### src/rtl/div_unit.sv
// Iterative 32-bit restoring divider for DIV/DIVU: one quotient bit per cycle,
// producing {remainder, quotient} for HI/LO with a registered ready handshake.
module div_unit (
    input  logic        clk,
    input  logic        rst,
    input  logic        signed_div_i,
    input  logic [31:0] opdata1_i,
    input  logic [31:0] opdata2_i,
    input  logic        start_i,
    input  logic        annul_i,
    output logic [63:0] result_o,
    output logic        ready_o
);

    typedef enum logic [1:0] {
        S_FREE   = 2'd0,
        S_BYZERO = 2'd1,
        S_ON     = 2'd2,
        S_END    = 2'd3
    } state_t;

    state_t      r_state;
    logic [5:0]  r_cnt;
    logic [64:0] r_work;
    logic [31:0] r_divisor;
    logic        r_neg_quot;
    logic        r_neg_rem;
    logic [63:0] r_result;
    logic        r_ready;

    state_t      w_state_next;
    logic [5:0]  w_cnt_next;
    logic [64:0] w_work_next;
    logic [31:0] w_divisor_next;
    logic        w_neg_quot_next;
    logic        w_neg_rem_next;
    logic [63:0] w_result_next;
    logic        w_ready_next;

    logic        w_dividend_neg;
    logic        w_divisor_neg;
    logic [31:0] w_dividend_abs;
    logic [31:0] w_divisor_abs;
    logic [32:0] w_diff;
    logic [31:0] w_quot_raw;
    logic [31:0] w_rem_raw;
    logic [31:0] w_quot_fix;
    logic [31:0] w_rem_fix;

    // Magnitudes of the live operands; 0x80000000 stays 0x80000000, read as unsigned
    assign w_dividend_neg = signed_div_i & opdata1_i[31];
    assign w_divisor_neg  = signed_div_i & opdata2_i[31];
    assign w_dividend_abs = w_dividend_neg ? (32'd0 - opdata1_i) : opdata1_i;
    assign w_divisor_abs  = w_divisor_neg  ? (32'd0 - opdata2_i) : opdata2_i;

    // Trial subtraction of the divisor from the partial remainder
    assign w_diff     = r_work[64:32] - {1'b0, r_divisor};
    assign w_quot_raw = r_work[31:0];
    assign w_rem_raw  = r_work[64:33];
    assign w_quot_fix = r_neg_quot ? (32'd0 - w_quot_raw) : w_quot_raw;
    assign w_rem_fix  = r_neg_rem  ? (32'd0 - w_rem_raw)  : w_rem_raw;

    always_comb begin
        w_state_next    = r_state;
        w_cnt_next      = r_cnt;
        w_work_next     = r_work;
        w_divisor_next  = r_divisor;
        w_neg_quot_next = r_neg_quot;
        w_neg_rem_next  = r_neg_rem;
        w_result_next   = r_result;
        w_ready_next    = r_ready;

        case (r_state)
            S_FREE: begin
                w_result_next = 64'd0;
                w_ready_next  = 1'b0;
                if (start_i && !annul_i) begin
                    w_work_next     = {32'd0, w_dividend_abs, 1'b0};
                    w_divisor_next  = w_divisor_abs;
                    w_neg_quot_next = w_dividend_neg ^ w_divisor_neg;
                    w_neg_rem_next  = w_dividend_neg;
                    w_cnt_next      = 6'd0;
                    w_state_next    = (opdata2_i == 32'd0) ? S_BYZERO : S_ON;
                end
            end

            S_BYZERO: begin
                w_result_next = 64'd0;
                w_ready_next  = 1'b1;
                w_state_next  = S_END;
            end

            S_ON: begin
                if (annul_i) begin
                    w_cnt_next    = 6'd0;
                    w_result_next = 64'd0;
                    w_ready_next  = 1'b0;
                    w_state_next  = S_FREE;
                end else if (r_cnt != 6'd32) begin
                    if (w_diff[32]) begin
                        w_work_next = {r_work[63:0], 1'b0};
                    end else begin
                        w_work_next = {w_diff[31:0], r_work[31:0], 1'b1};
                    end
                    w_cnt_next = r_cnt + 6'd1;
                end else begin
                    w_result_next = {w_rem_fix, w_quot_fix};
                    w_ready_next  = 1'b1;
                    w_state_next  = S_END;
                end
            end

            S_END: begin
                // Execute keeps start_i high until it has consumed the result
                if (!start_i) begin
                    w_result_next = 64'd0;
                    w_ready_next  = 1'b0;
                    w_state_next  = S_FREE;
                end
            end

            default: begin
                w_state_next = S_FREE;
            end
        endcase
    end

    always_ff @(posedge clk) begin
        if (rst) begin
            r_state    <= S_FREE;
            r_cnt      <= 6'd0;
            r_work     <= 65'd0;
            r_divisor  <= 32'd0;
            r_neg_quot <= 1'b0;
            r_neg_rem  <= 1'b0;
            r_result   <= 64'd0;
            r_ready    <= 1'b0;
        end else begin
            r_state    <= w_state_next;
            r_cnt      <= w_cnt_next;
            r_work     <= w_work_next;
            r_divisor  <= w_divisor_next;
            r_neg_quot <= w_neg_quot_next;
            r_neg_rem  <= w_neg_rem_next;
            r_result   <= w_result_next;
            r_ready    <= w_ready_next;
        end
    end

    assign result_o = r_result;
    assign ready_o  = r_ready;

endmodule

### config.mk
export PLATFORM = sky130hd
export DESIGN_NAME = div_unit
export DESIGN_NICKNAME = d
export VERILOG_FILES = /design/src/rtl/div_unit.sv
export SDC_FILE = /design/constraint.sdc
export NUM_CORES = 1
export LEC_CHECK = 0
export CORE_ASPECT_RATIO = 1.75
export CORE_MARGIN = 1.5
export CORE_UTILIZATION = 25
export CTS_CLUSTER_SIZE = 20
export DETAILED_ROUTE_END_ITERATION = 10
export PLACE_DENSITY_LB_ADDON = 0.1
export SETUP_SLACK_MARGIN = 0.5
export SYNTH_ARGS = -nofsm -noshare
export SYNTH_HDL_FRONTEND = slang
export SYNTH_SLANG_ARGS = --single-unit
### constraint.sdc
create_clock -name clk -period 5 [get_ports clk]
set_clock_uncertainty 0.2 [all_clocks]
set_input_delay 1 -clock clk [delete_from_list [all_inputs] [get_ports clk]]
set_output_delay 1 -clock clk [all_outputs]
set_load 0.01 [all_outputs]
# Word level (Yosys, flattened, before mapping)
# Cells that the tools add are included.
[totals]
ff_bits = 172
out_inout_bits = 65
wordCells = 65
[op_classes]
addsub = 6
n_eq_ne = 10
muxes = 27
bitwise = 3
reduce_logical = 11
[ops]
columns = ["cell", "count"]
rows = [
  ["$mux 65", 4],
  ["$mux 64", 3],
  ["$pmux 64 s3", 1],
  ["$pmux 65 s2", 1],
  ["$mux 32", 4],
  ["$sub 1x32->32 const A", 4],
  ["$sub 33x32->33", 1],
  ["$logic_not 32->1", 1],
  ["$mux 6", 3],
  ["$pmux 6 s2", 1],
  ["$mux 2", 5],
  ["$ne 2x2->1 const B", 4],
  ["$pmux 2 s4", 1],
  ["$add 6x1->6 const B", 1],
  ["$ne 3x3->1 const B", 2],
  ["$ne 6x6->1 const B", 1],
  ["$reduce_and 3->1", 2],
  ["$eq 2x2->1 const B", 2],
  ["$pmux 1 s4", 1],
  ["$reduce_and 2->1", 2],
  ["$reduce_and 4->1", 1],
  ["$mux 1", 3],
  ["$and 1x1->1", 2],
  ["$eq 2x1->1 const B", 1],
  ["other kinds (6)", 6],
]

# Logic depth before layout (Yosys ltp)
[depth]
word_depth = 5
mapped_depth = 15

# Worst setup path after synthesis
# OpenSTA, ideal clock, no wires.
[synth_timing]
kind = "input-to-reg"
startpoint = "in opdata1_i[7]"
endpoint = "reg r_work[30]"
setup_ns = 0.132
arrival_time_ns = 3.324
setup_slack_ns = 1.344
stages = 10
cell_sequence = "or4_1 > or4_1 > nor3b_1 > and3b_1 > nand2_1 > o31ai_1 > xor2_1 > o21ai_0 > nand2_1 > a21oi_1"
[synth_between]
elab_chain_cells = 4
[synth_rtl]
columns = ["item", "line_no", "source"]
rows = [
  ["start, declared", "7", "input logic [31:0] opdata1_i,"],
  ["$sub 1x32->32", "53", "assign w_dividend_abs = w_dividend_neg ? (32'd0 - opdata1_i) : opdata1_i;"],
  ["$mux 32", "53", ""],
  ["$mux 65", "77", "if (start_i && !annul_i) begin"],
  ["$pmux 65 s2", "73", "case (r_state)"],
  ["end signal, assigned", "141", "r_work <= w_work_next;"],
  ["end, declared", "24", "logic [64:0] r_work;"],
]
# No other way between the ends. The select of a mux whose other input is x is not followed.
# A chain may end at the register's enable or synchronous reset.

# Final worst setup path
[layout_timing]
startpoint = "in opdata2_i[2]"
endpoint = "reg r_state[0]"
[layout_between]
elab_chain_cells = 4
[layout_rtl]
columns = ["item", "line_no", "source"]
rows = [
  ["start, declared", "8", "input logic [31:0] opdata2_i,"],
  ["$logic_not 32->1", "83", "w_state_next = (opdata2_i == 32'd0) ? S_BYZERO : S_ON;"],
  ["$mux 2", "83", ""],
  ["$mux 2", "77", ""],
  ["$pmux 2 s4", "73", ""],
  ["end signal, assigned", "139", "r_state <= w_state_next;"],
  ["end, declared", "22", "state_t r_state;"],
]
# No other way between the ends. The select of a mux whose other input is x is not followed.

==> flow_metrics.env <==
export IMPL_status="finished clean"
export IMPL_ys_ff_latch=172
export IMPL_regArea_mm2=0.00344
export IMPL_grt_pass1_vias=10100
export IMPL_synth_ff_type="dfxtp_1"
export IMPL_crit_start="opdata2_i[2]"
export IMPL_p_leak_nw=4.77
export IMPL_die_area_mm2=0.0448
export IMPL_r2r_setup_slack_ns=0.96
export IMPL_grt_ovfl_total=0
export IMPL_clk_insertion_delay_late_ns=0.46
export IMPL_root_buffer="clkbuf_16"
export IMPL_yosys_top_cells_count="nand2_1 (201), dfxtp_1 (172), nor2_1 (137), o21ai_0 (103), a21oi_1 (99)"
export IMPL_ys_warn_count=0
export IMPL_htree_levels=4
export IMPL_grt_max_degree=64
export IMPL_place_gp_congestion=0.854
export IMPL_r2r_cells=13
export IMPL_r2r_start="r_work[33]$_SDFFE_PP0P_"
export IMPL_max_cap_violations=0
export IMPL_drc=0
export IMPL_setup_tns_ns=0
export IMPL_clock_sinks=172
export IMPL_layout_drive_gt1_share=0.0494
export IMPL_slew_headroom=0.347
export IMPL_r2r_end="r_work[47]$_SDFFE_PP0P_"
export IMPL_portBuffers=133
export IMPL_wl_per_cell_um=18.4
export IMPL_rows=100
export IMPL_antenna_cells=0
export IMPL_synthesis_area_mm2=0.0109
export IMPL_clk_pin_slew_ns=0.07
export IMPL_path_class="in -> reg"
export IMPL_hp_class="reg -> reg"
export IMPL_cts_path_max_buffers=2
export IMPL_cp_data_required_time_ns=5.17
export IMPL_synth_top_cell_area_share=0.317
export IMPL_report_final_slew_viol_count=0
export IMPL_io_pins=134
export IMPL_antenna_found_initial=1
export IMPL_worst_pin_slew_ns=0.980
export IMPL_cts_repair_resized=0
export IMPL_grt_first_pass_wirelength_mm=58.2
export IMPL_tritoncts="yes"
export IMPL_start_util=0.255
export IMPL_antenna_left=0
export IMPL_vias=9968
export IMPL_synth_top_area_cell="dfxtp_1"
export IMPL_area_growth_pct=22.9
export IMPL_cts_setup_buffers=0
export IMPL_worst_setup_path_start_kind="primary input"
export IMPL_worstPathArrival_ns=4.23
export IMPL_pre_cts_slack_ns=0.456
export IMPL_syn_avg_cell_area_um2=7.79
export IMPL_finalHoldViolations=0
export IMPL_postCtsHoldBufs=0
export IMPL_syn_instance_count=1396
export IMPL_crit_path_end_kind="flop"
export IMPL_whs_path_depth=2
export IMPL_die_w_um=161
export IMPL_multi_input_area_mm2=0.00693
export IMPL_finalCriticalPeriod_ns=4.06
export IMPL_fin_crit_sh=0.812
export IMPL_syn_nets=1509
export IMPL_yosysMostFrequentCell="nand2_1"
export IMPL_synth_edf_count=0
export IMPL_drtPass1Iterations=5
export IMPL_cp_max_fo=5
export IMPL_max_vdd_ir_drop_mv=0.212
export IMPL_final_nets=1598
export IMPL_p_per_area_mw_per_mm2=356
export IMPL_totalWireLength_mm=37.8
export IMPL_fillers=4598
export IMPL_drt_iter0_drc=442
export IMPL_synth_area_top_cells="dfxtp_1 (32%), xnor2_1 (7.5%), nand2_1 (6.9%), ha_1 (4.9%), o21ai_0 (4.7%)"
export IMPL_setup_violations_final=0
export IMPL_dp_hpwl_mm=29.3
export IMPL_via_per_inst=4.84
export IMPL_rsz0062_at_grt="no"
export IMPL_fp_dieH_um=279
export IMPL_grt_usage=0.171
export IMPL_numCtsBuffers=17
export IMPL_final_setup_worst_slack_ns=0.942
export IMPL_core_area_mm2=0.0427
export IMPL_synthArstFlopShare=0
export IMPL_crit_path_end="r_state[0]$_SDFFE_PP0P_"
export IMPL_max_freq_mhz=246
export IMPL_synthDistinctLibCells=72
export IMPL_synth_seq_area_share=0.317
## state kept, by name, indices dropped and copies added, names as in the netlist
signal      count
r_cnt           6
r_state         2
r_divisor      32
r_neg_quot      1
r_neg_rem       1
result_o       64
r_work         65
ready_o         1
## layer usage
layer | part of all wire | global-route usage | routed length (µm)
met5 | 0.00029 | 0 | 11
met4 | 0.027 | 0.0637 | 1030
met3 | 0.027 | 0.0250 | 1020
met2 | 0.59 | 0.361 | 22200
met1 | 0.36 | 0.160 | 13500
## cells by family (layout without fill, tap and decap cells)
group,count (synthesis),in the layout,share of synthesized area
compound gates,394,394,0.235
xor+xnor,145,145,0.117
fa+ha+maj,44,44,0.0513
buf+inv,131,233,0.0493
flops,172,172,0.317
mux,32,32,0.0295
simple gates,478,478,0.202
## critical path, stage by stage
cell and delay, ns:
clkdlybuf4s50_1 0.50, nor4_1 0.44, nand2_1 0.15, or4_1 0.52
nor3_1 0.48, nand3_1 0.26, or4_1 0.57, o211a_1 0.15
nor3_1 0.17
## cell type report
| cell class | instances | area share |
|---|---|---|
| tap | 561 | 0.0525 |
| sequential | 172 | 0.258 |
| inverter | 51 | 0.0143 |
| clock buffer | 17 | 0.0318 |
| timing repair buffer | 150 | 0.110 |
| clock inverter | 15 | 0.0149 |
| multi-input combinational | 1093 | 0.519 |
## layout by cell type (no fill, tap or decap), types with 4 or more instances in the layout
cell / count
nand2_1: 201
dfxtp_1: 172
nor2_1: 135
clkdlybuf4s50_1: 132
o21ai_0: 103
a21oi_1: 99
xnor2_1: 93
xor2_1: 52
inv_1: 51
a22oi_1: 42
ha_1: 42
a211oi_1: 32
mux2i_1: 32
o31ai_1: 27
a22o_1: 19
nor3_1: 18
nand3_1: 17
clkbuf_16: 17
buf_4: 17
nor2b_1: 15
or4_1: 14
nand2b_1: 13
o41ai_1: 13
a21o_1: 13
or3_1: 12
nor4_1: 8
nand4_1: 8
and3_1: 6
o21a_1: 6
inv_6: 6
nand3b_1: 4
or2_2: 4
o2111ai_1: 4
## stage by stage
stage	utilization	instance area, µm²	std cells	hold slack (ns)	total power, mW
floorplan	-	10900	1396	0.232	2.80
global placement	0.298	12700	2027	0.241	3.34
detailed placement	0.298	12700	2027	0.245	3.35
CTS	0.313	13400	2059	0.255	4.83
global route	0.313	13400	2059	0.277	5.08
finish	0.313	13400	2059	0.256	4.75
## worst min-delay path by stage
stage / slack (ns) / start / end
floorplan: 0.23 / r_divisor[13]$_SDFFE_PP0P_ / r_divisor[13]$_SDFFE_PP0P_
global placement: 0.24 / r_divisor[16]$_SDFFE_PP0P_ / r_divisor[16]$_SDFFE_PP0P_
detailed placement: 0.25 / r_divisor[16]$_SDFFE_PP0P_ / r_divisor[16]$_SDFFE_PP0P_
CTS: 0.26 / r_divisor[16]$_SDFFE_PP0P_ / r_divisor[16]$_SDFFE_PP0P_
global route: 0.28 / r_neg_rem$_SDFFE_PP0P_ / r_neg_rem$_SDFFE_PP0P_
finish: 0.26 / r_divisor[16]$_SDFFE_PP0P_ / r_divisor[16]$_SDFFE_PP0P_
## power breakdown
part | total [mW] | internal (mW) | leakage [nW] | switching, mW
clock network | 1.47 | 0.806 | 0.304 | 0.660
logic | 1.62 | 0.632 | 3.08 | 0.992
registers | 1.66 | 1.49 | 1.39 | 0.176
total | 4.75 | 2.93 | 4.77 | 1.83
Power figures use the tool's default switching activity.
